==> src/rtl/vend_input_conditioner.sv <==
// Vending machine input front end: per-channel synchronize, debounce and
// rising-edge capture, then a fixed-priority arbiter that emits at most one
// registered event pulse per clock toward the vending FSM.

// One input channel: 2-flop synchronizer, debouncer, rise detect, pending bit.
module vend_ic_chan #(
  parameter int DEBOUNCE_CYCLES = 4
) (
  input  logic clk,
  input  logic reset,
  input  logic raw,
  input  logic grant,
  output logic pending,
  output logic drop
);
  localparam int CW = $clog2(DEBOUNCE_CYCLES + 1);
  // Counter value seen on the edge where the N-th mismatching cycle completes.
  localparam logic [CW-1:0] LAST = CW'(DEBOUNCE_CYCLES - 1);

  logic          s1, s2, stable, stable_d;
  logic [CW-1:0] cnt;
  logic          rise;

  assign rise = stable & ~stable_d;
  // A rise while an un-granted event is still queued cannot be represented.
  assign drop = rise & pending & ~grant;

  // Synchronize, then accept a new level only after N consecutive mismatches.
  always_ff @(posedge clk) begin
    if (reset) begin
      s1       <= 1'b0;
      s2       <= 1'b0;
      stable   <= 1'b0;
      stable_d <= 1'b0;
      cnt      <= '0;
    end else begin
      s1       <= raw;
      s2       <= s1;
      stable_d <= stable;
      if (s2 == stable) begin
        cnt <= '0;
      end else if (cnt == LAST) begin
        stable <= s2;
        cnt    <= '0;
      end else begin
        cnt <= cnt + CW'(1);
      end
    end
  end

  // Queue one event per debounced rise; the arbiter grant retires it.
  always_ff @(posedge clk) begin
    if (reset) pending <= 1'b0;
    else       pending <= (pending & ~grant) | rise;
  end
endmodule

module vend_input_conditioner #(
  parameter int DEBOUNCE_CYCLES = 4
) (
  input  logic       clk,
  input  logic       reset,
  input  logic       quarter_raw,
  input  logic       dime_raw,
  input  logic       nickel_raw,
  input  logic       soda_raw,
  input  logic       diet_raw,
  output logic       quarter,
  output logic       dime,
  output logic       nickel,
  output logic       soda,
  output logic       diet,
  output logic [7:0] accept_count,
  output logic       dropped
);
  localparam int NUM_CH = 5;

  // Bit 0 is the highest priority: quarter, dime, nickel, soda, diet.
  logic [NUM_CH-1:0] raw, pending, grant, drop, ev;

  assign raw = {diet_raw, soda_raw, nickel_raw, dime_raw, quarter_raw};

  vend_ic_chan #(.DEBOUNCE_CYCLES(DEBOUNCE_CYCLES)) u_chan [NUM_CH-1:0] (
    .clk    (clk),
    .reset  (reset),
    .raw    (raw),
    .grant  (grant),
    .pending(pending),
    .drop   (drop)
  );

  // Isolate the lowest set pending bit: highest-priority waiting event.
  assign grant = pending & (~pending + NUM_CH'(1));

  // Register the winning event, count emitted pulses, latch any loss.
  always_ff @(posedge clk) begin
    if (reset) begin
      ev           <= '0;
      accept_count <= '0;
      dropped      <= 1'b0;
    end else begin
      ev <= grant;
      if ((|grant) && (accept_count != 8'hFF)) accept_count <= accept_count + 8'd1;
      if (|drop) dropped <= 1'b1;
    end
  end

  assign {diet, soda, nickel, dime, quarter} = ev;
endmodule

==> config.mk <==
export PLATFORM = sky130hd
export DESIGN_NAME = vend_input_conditioner
export DESIGN_NICKNAME = d
export VERILOG_FILES = /design/src/rtl/vend_input_conditioner.sv
export SDC_FILE = /design/constraint.sdc
export NUM_CORES = 1
export LEC_CHECK = 0
export ABC_AREA = 1
export CAP_MARGIN = 20
export CORE_ASPECT_RATIO = 1.2
export CORE_MARGIN = 1.5
export CORE_UTILIZATION = 55
export DETAILED_ROUTE_END_ITERATION = 16
export GPL_ROUTABILITY_DRIVEN = 0
export GPL_TIMING_DRIVEN = 0
export PLACE_DENSITY = 0.77
export SLEW_MARGIN = 20
export SYNTH_ARGS = -nofsm -noshare
export SYNTH_HDL_FRONTEND = slang
export SYNTH_SLANG_ARGS = --single-unit
==> constraint.sdc <==
create_clock -name clk -period 1.3 [get_ports clk]
set_input_delay 0.26 -clock clk [delete_from_list [all_inputs] [get_ports clk]]
set_output_delay 0.26 -clock clk [all_outputs]
set_load 0.01 [all_outputs]
; Word level (Yosys, flattened, before mapping)
; Cells that the tools add are included.
[classes]
reduce_logical = 13
div_mod_pow = 0
n_mul = 0
order_cmp = 0
eq_ne = 11
n_addsub = 7
shift = 0
bitwise = 42
muxes = 0
[op_table]
columns = op, n
row1 = $and 1x1->1, 20
row2 = $add 3x1->3 const B, 5
row3 = $eq 3x2->1 const B, 5
row4 = $not 1->1, 15
row5 = $reduce_or 3->1, 5
row6 = $reduce_and 2->1, 5
row7 = $reduce_or 5->1, 2
row8 = $add 8x1->8 const B, 1
row9 = $ne 8x8->1 const B, 1
row10 = $add 5x1->5 const B, 1
row11 = $and 5x5->5, 1
row12 = $eq 1x1->1, 5
row13 = $not 5->5, 1
row14 = $or 1x1->1, 5
row15 = $logic_and 1x1->1, 1
[word_totals]
in_bits = 7
ramBits = 0
out_inout_bits = 14
mem_bits_ro = 0
n_memories = 0
latchBits = 0
register_bits = 54
elab_cells = 106

; Logic depth before layout (Yosys ltp)
; Gate-level depths: netlist of the first run.
[logic_depth]
depth_word = 6
depth_mapped = 8
ltp_nobuf = 8

; Modules after synthesis
; Synthesis of the first run repeated with hierarchy kept, for this count alone.
[hier_totals]
cells_unflattened = 276
area_unflattened_um2 = 2183.3
[by_module_without_submodules]
columns = mod, n_inst, area_each_um2, cells_per_inst, seq_area_each_um2
row1 = vend_ic_chan, 5, 296.5, 36, 160.2
row2 = vend_input_conditioner, 1, 700.7, 96, 280.3

; Worst setup path before layout of the first run
; OpenSTA, ideal clock, no wires.
[synth_path]
path_type = flip-flop to flip-flop
start = register accept_count[1]
end = register accept_count[0]
n_path_buf = 0
period_less_slack_ns = 1.297
stages_incl_launch_ff = 9
arrival_ns = 1.184
setup_time_ns = 0.113
t_required_ns = 1.187
setup_slack_ns = 0.003
path_cell_list = dfxtp_1 ha_1 inv_1 nor2_4 nand2_4 nand2_8 inv_6 nor2_1 nor2_1
[synth_between]
elab_chain_len = 2
[synth_lines]
columns = item, line_no
row1 = from (decl), 73  ; output logic [7:0] accept_count,
row2 = from (signal assigned), 103  ; if ((|grant) && (accept_count != 8'hFF)) accept_count <= accept_count + 8'd1;
row3 = $ne 8x8->1, 103
row4 = $logic_and 1x1->1, 103
; Every way passes these cells.
; A chain may end at the register's enable or synchronous reset.

; Worst setup path in the final report of the first run
[layout_path]
start = register accept_count[3]
end = output accept_count[3]
; No word-level cell between the ends.

==> flow_metrics.py, run 1 <==
metrics = {
    "run_status": {
        "status": "complete, no violations",
    },
    "routing": {
        "top_layer": "met4",
        "routed_wirelength_um": 3190,
        "dr.pass1.iters": 4,
        "antenna_left": 0,
        "num_vias": 1536,
        "drc": 0,
        "post_drt_wl_per_cell_um": 9.81,
        "wl_met1_um": 1390,
        "drt_iter0_drc": 70,
        "met3WireLength_um": 99,
        "dr_wl_met2_um": 1640,
        "avgViaCountPerCell": 4.73,
    },
    "sta": {
        "worstMarginPinSlew_ps": 454,
        "hold_viol_final": 0,
        "fin_tns_setup_ps": 0,
        "slew_headroom_pct": 69.7,
        "fmax_ghz": 0.818,
        "period_minus_slack_ps": 1220,
        "fin_crit_sh_pct": 94.1,
        "finalSetupViolCount": 0,
        "clock_skew_ps": 4.23,
        "slew_violations": 0,
    },
    "floorplanning": {
        "core-area_um2": 3630,
        "fp.dieW_um": 59.3,
        "fp-row-count": 24,
        "die_height_um": 70.5,
        "pin_count": 21,
        "initial_core_util_pct": 57.5,
        "dieArea_um2": 4180,
    },
    "worst_setup_path": {
        "r2r-end": "accept_count[6]",
        "cp.buffers_inverters": 1,
        "crit_family": "flip-flops",
        "crit_fanout": 6,
        "crit_arrival_ps": 960,
        "worst_setup_path_start_kind": "flop",
        "crit_type": "reg2out",
        "r2r-start": "accept_count[0]",
        "r2r_setup_slack_ps": 80,
        "endpoint_kind": "output pin",
        "worst_path_max_delay_cell": "dfxtp_2",
        "crit_chain": "dlygate4sd2_1",
        "critPathRequiredTime_ps": 1040,
        "ff2ff_path_depth": 8,
        "max_stage_delay_ps": 390,
    },
    "clock_tree": {
        "cts-htree-levels": 2,
        "clockBufferDepth": 2,
        "cts_made_buffers": 5,
        "cts_tree": "yes",
        "clockRootBuffer": "clkbuf_8",
        "clkSlewWorstSetupHoldPaths_ps": 90,
        "clk_latency_ps": 300,
        "cts.hold.buffers_added": 0,
        "clock_sinks": 54,
        "cts_setup_buffers": 0,
    },
    "min_path": {
        "hold_start": "reset",
        "hold_path_end": "accept_count[6]",
        "holdPathStages": 3,
        "hp-class": "in2reg",
    },
    "global_routing": {
        "grt_max_degree": 18,
        "gr-total-overflow": 0,
        "track_usage_pct": 17.5,
        "grt_pass1_wl_um": 5540,
        "grt_pass1_vias": 1363,
        "antenna_found_initial": 0,
    },
    "yosys": {
        "yosysMostFrequentCell": "dfxtp_1",
        "avgSynthCellArea_um2": 8.49,
        "ys_ff_latch": 54,
        "synth_edf_count": 0,
        "synth_top_area_share_pct": 51.8,
        "syn-num-nets": 264,
        "synth.top_cells.by_area": "dfxtp_1 52%, nor2_1 9.2%, inv_1 7.5%",
        "yosys.area.top_type": "dfxtp_1",
        "yosys_warnings": 0,
        "netlist_top_cells_count": "54 x dfxtp_1, 51 x nor2_1, 42 x inv_1",
        "ys_seq_area_share_pct": 51.8,
        "async_flop_share_pct": 0,
        "synth_area_um2": 2090,
        "ys_types": 25,
        "synthCells": 246,
        "synth_ff_type": "dfxtp_1",
    },
    "power": {
        "leakagePower_nw": 1.05,
        "vdd_drop_max_v": 0.000951,
        "power_density_nw_per_um2": 1080,
    },
    "layout": {
        "finalNetCount": 290,
        "layout-drive-gt1-share_pct": 13.6,
        "fill_cells": 306,
        "diodes": 0,
        "utilization_pct": 67.3,
        "syn_to_final_growth_pct": 17.1,
    },
    "placement": {
        "port_buffers": 19,
        "dp_hpwl_um": 2340,
    },
    "flow_run": {
        "maxCapViolations": 0,
    },
}
## worst max path at each step
stage               depth (start not counted)             from               to
floorplan                                   8  accept_count[1]  accept_count[0]
global placement                            8  accept_count[0]  accept_count[1]
detailed placement                          8  accept_count[0]  accept_count[0]
CTS                                         7  accept_count[0]  accept_count[2]
global route                                8  accept_count[0]  accept_count[1]
finish                                      1  accept_count[3]  accept_count[3]
## stage by stage
stage | instances | total power, mW | instance area, µm² | setup slack [ps] | hold WS (ps)
2_1_floorplan | 246 | 1.77 | 2090 | 3.07 | 367
3_3_place_gp | 317 | 1.80 | 2340 | -42.9 | 382
3_5_place_dp | 317 | 1.80 | 2340 | -81.7 | 389
4_1_cts | 325 | 2.69 | 2430 | 3.50 | 333
5_1_grt | 325 | 2.75 | 2450 | -18.4 | 344
6_report | 325 | 2.65 | 2450 | 77.0 | 335
## cells by family after synthesis
kind of cell	after synthesis	share of synthesized area (%)
simple gates	98	21.6
flops	54	51.8
buf+inv	47	9.71
compound gates	34	9.47
fa+ha+maj	11	6.59
xor+xnor	2	0.839
## layer usage
| layer | vias to the layer above | global-route usage, % |
|---|---|---|
| met5 | - | 0 |
| met4 | 0 | 7.58 |
| met3 | 6 | 5.00 |
| met2 | 26 | 30.8 |
| met1 | 691 | 18.9 |
| li1 | 813 | - |
## report_power, final
part           internal, mW  switching [mW]
Combinational        0.0369          0.0459
Sequential             1.67         0.00843
Clock                 0.378           0.514
Total                  2.08           0.568
## state kept, by name, summed over array words and instances, names as in the netlist, 5 cells and up
register         count
ev                   5
u_chan.pending       5
u_chan.stable_d      5
u_chan.s1            5
u_chan.stable        5
accept_count         8
u_chan.cnt          15
u_chan.s2            5
## what timing repair did
item                                    CTS  global route
gates cloned                              0             0
resized for setup                        24             3
endpoints found under the setup margin   22             8
## cell type report
cell class	count	area, µm²	share of cell area [%]
Clock inverter	3	21.3	0.870
Timing Repair Buffer	19	173	7.06
Clock buffer	5	68.8	2.81
Sequential cell	54	1100	44.9
Buffer	4	36.3	1.48
Inverter	43	166	6.80
Tap cell	52	65.1	2.66
Multi-Input combinational cell	145	817	33.4
## cell usage in the layout (no fill, tap or decap), types with 2 or more instances in the layout
cell type	count
o211ai_1	5
dfxtp_4	3
a21oi_2	4
dfxtp_1	46
nand2_1	25
o21ai_1	5
nand3_1	7
clkbuf_8	7
clkdlybuf4s50_1	5
nor3_1	2
a21oi_1	15
o21ai_0	5
xor2_1	2
nand2_2	3
nor2_2	3
dlygate4sd2_1	14
ha_1	10
nor2_1	51
nor2_4	2
dfxtp_2	5
inv_1	42
Power figures use the tool's default switching activity.
==> run 2, diff against run 1 <==
Settings changed: RECOVER_POWER set to 100.
Clock period 1.3 ns to 1.14 ns, I/O delays scaled along.
==> flow_metrics.py, run 2 (same netlist as run 1, synthesis figures left out) <==
metrics = {
    "run_status": {
        "status": "finished with violations",
        "violations": "negative setup slack",
    },
    "floorplanning": {
        "pin_count": 21,
        "initial_core_util_pct": 57.5,
        "die_height_um": 70.5,
        "core-area_um2": 3630,
        "fp-row-count": 24,
        "dieArea_um2": 4180,
        "fp.dieW_um": 59.3,
    },
    "routing": {
        "drt_iter0_drc": 53,
        "routed_wirelength_um": 3510,
        "dr.pass1.iters": 4,
        "antenna_left": 0,
        "num_vias": 1602,
        "post_drt_wl_per_cell_um": 10.5,
        "drc": 0,
        "avgViaCountPerCell": 4.78,
    },
    "sta": {
        "clock_skew_ps": 7.60,
        "rsz0062_at_grt": "true",
        "finalSetupViolCount": 1,
        "slew_headroom_pct": 71.5,
        "worstMarginPinSlew_ps": 427,
        "holdWs_ps": 399,
        "fin_tns_setup_ps": -1.23,
        "fin_crit_sh_pct": 100,
        "period_minus_slack_ps": 1140,
        "hold_viol_final": 0,
        "worst_slack_ps": -1.23,
        "fmax_ghz": 0.876,
        "slew_violations": 0,
    },
    "global_routing": {
        "antenna_found_initial": 0,
        "grt_pass1_vias": 1442,
        "grt_pass1_wl_um": 5850,
        "grt_max_degree": 16,
        "gr-total-overflow": 0,
        "track_usage_pct": 18.5,
    },
    "layout": {
        "finalNetCount": 300,
        "utilization_pct": 70.8,
        "fill_cells": 304,
        "largest_reg_flops": 15,
        "regArea_um2": 1110,
        "layout-drive-gt1-share_pct": 24.7,
        "final_cell_area_um2": 2570,
        "diodes": 0,
        "syn_to_final_growth_pct": 23.1,
        "multi_input_area_um2": 880,
        "mostFrequentLayoutCells": "48 x nor2_1, 46 x dfxtp_1, 38 x inv_1",
        "instances_no_fill": 335,
        "largest-register": "u_chan.cnt",
        "reg.largest.list": "u_chan.cnt (15), accept_count (8)",
        "final_common_cell": "nor2_1",
    },
    "flow_run": {
        "maxCapViolations": 0,
    },
    "clock_tree": {
        "cts_tree": "yes",
        "clk_latency_ps": 310,
        "cts-htree-levels": 2,
        "clockRootBuffer": "clkbuf_8",
        "clkSlewWorstSetupHoldPaths_ps": 90,
        "clock_sinks": 54,
        "clockBufferDepth": 2,
        "cts_made_buffers": 5,
    },
    "placement": {
        "dp_hpwl_um": 2370,
        "numPlacedInstances": 317,
        "port_buffers": 19,
        "placed_area_um2": 2360,
        "place_ws_ps": -92.9,
    },
    "power": {
        "p_sw_share_pct": 21.2,
        "leakagePower_nw": 1.07,
        "pwr-share-clk_pct": 35.2,
        "seqPwrFrac_pct": 61.8,
        "power_density_nw_per_um2": 1200,
        "p_comb_share_pct": 3.0,
        "internal-power_mw": 2.42,
        "switchingPower_mw": 0.653,
        "vdd_drop_max_v": 0.000932,
        "total_power_mw": 3.08,
    },
    "worst_setup_path": {
        "crit_arrival_ps": 910,
        "crit_type": "reg2out",
        "crit_fanout": 3,
        "critPathRequiredTime_ps": 910,
        "r2r-start": "u_chan[1].cnt[0]",
        "worst_setup_path_start_kind": "flop",
        "startpoint": "accept_count[1]",
        "r2r-end": "u_chan[1].cnt[2]",
        "endpoint_kind": "output pin",
        "r2r_setup_slack_ps": 10,
        "endpoint": "accept_count[1]",
        "ff2ff_path_depth": 5,
    },
    "min_path": {
        "hp-class": "reg2reg",
    },
}
==> run 2: cell types whose count changed in the layout (fill, tap and decap cells not counted), sizes merged <==
| cell | change |
|---|---|
| clkbuf | +3 |
| clkdlybuf4s15 | +4 |
| clkinv | -1 |
| dlygate4sd2 | -11 |
| clkinvlp | -1 |
| buf | +16 |
==> run 2: worst min path at each step <==
| stage | slack [ps] | to | cells after the start | startpoint |
|---|---|---|---|---|
| 2_1_floorplan | 330 | u_chan[0].s1 | 2 | quarter_raw |
| 3_3_place_gp | 380 | u_chan[0].pending | 1 | u_chan[0].stable_d |
| 3_5_place_dp | 390 | u_chan[0].pending | 1 | u_chan[0].stable_d |
| 4_1_cts | 300 | accept_count[3] | 3 | reset |
| 5_1_grt | 420 | u_chan[0].pending | 1 | u_chan[0].stable_d |
| 6_report | 400 | u_chan[0].pending | 1 | u_chan[0].stable_d |
==> run 2: area by class of cell <==
type | count | share of cell area, %
plain buffers | 4 | 1.02
multi-input cells | 145 | 34.2
clock inverters | 1 | 0.195
inverters | 43 | 6.57
well taps | 52 | 2.53
clock buffers | 7 | 3.36
repair buffers | 29 | 9.10
flip-flops and latches | 54 | 43.0
==> run 2: worst max-delay path, cell delays in order (launching register included) <==
cell and delay (ps):
dfxtp_4 360, buf_4 140, buf_6 110
==> run 2: routing by layer <==
metal / part of all wire [%] / GRT usage [%] / vias to the layer above / routed length (µm)
met3: 3.1 / 5.00 / 10 / 110
li1: - / - / 833 / -
met5: 0 / 0 / - / 0
met4: 2.9 / 9.09 / 0 / 102
met1: 41 / 20.0 / 732 / 1440
met2: 53 / 32.1 / 27 / 1860
==> run 2: repair_timing <==
action / in CTS / in global routing
endpoints found under the setup margin: 23 / 30
hold buffers: 0 / 0
endpoints found under the hold margin: 0 / 0
gates resized for setup: 49 / 34
pin swaps: 6 / 10
setup buffers: 9 / 1
==> run 2: power by group through the flow <==
stage	combinational [mW]	clock, mW	sequential, mW
2_1_floorplan	0.0610	0	1.95
3_3_place_gp	0.0919	0	1.96
3_5_place_dp	0.0958	0	1.96
4_1_cts	0.0960	1.10	1.90
5_1_grt	0.107	1.16	1.91
6_report	0.0917	1.08	1.90
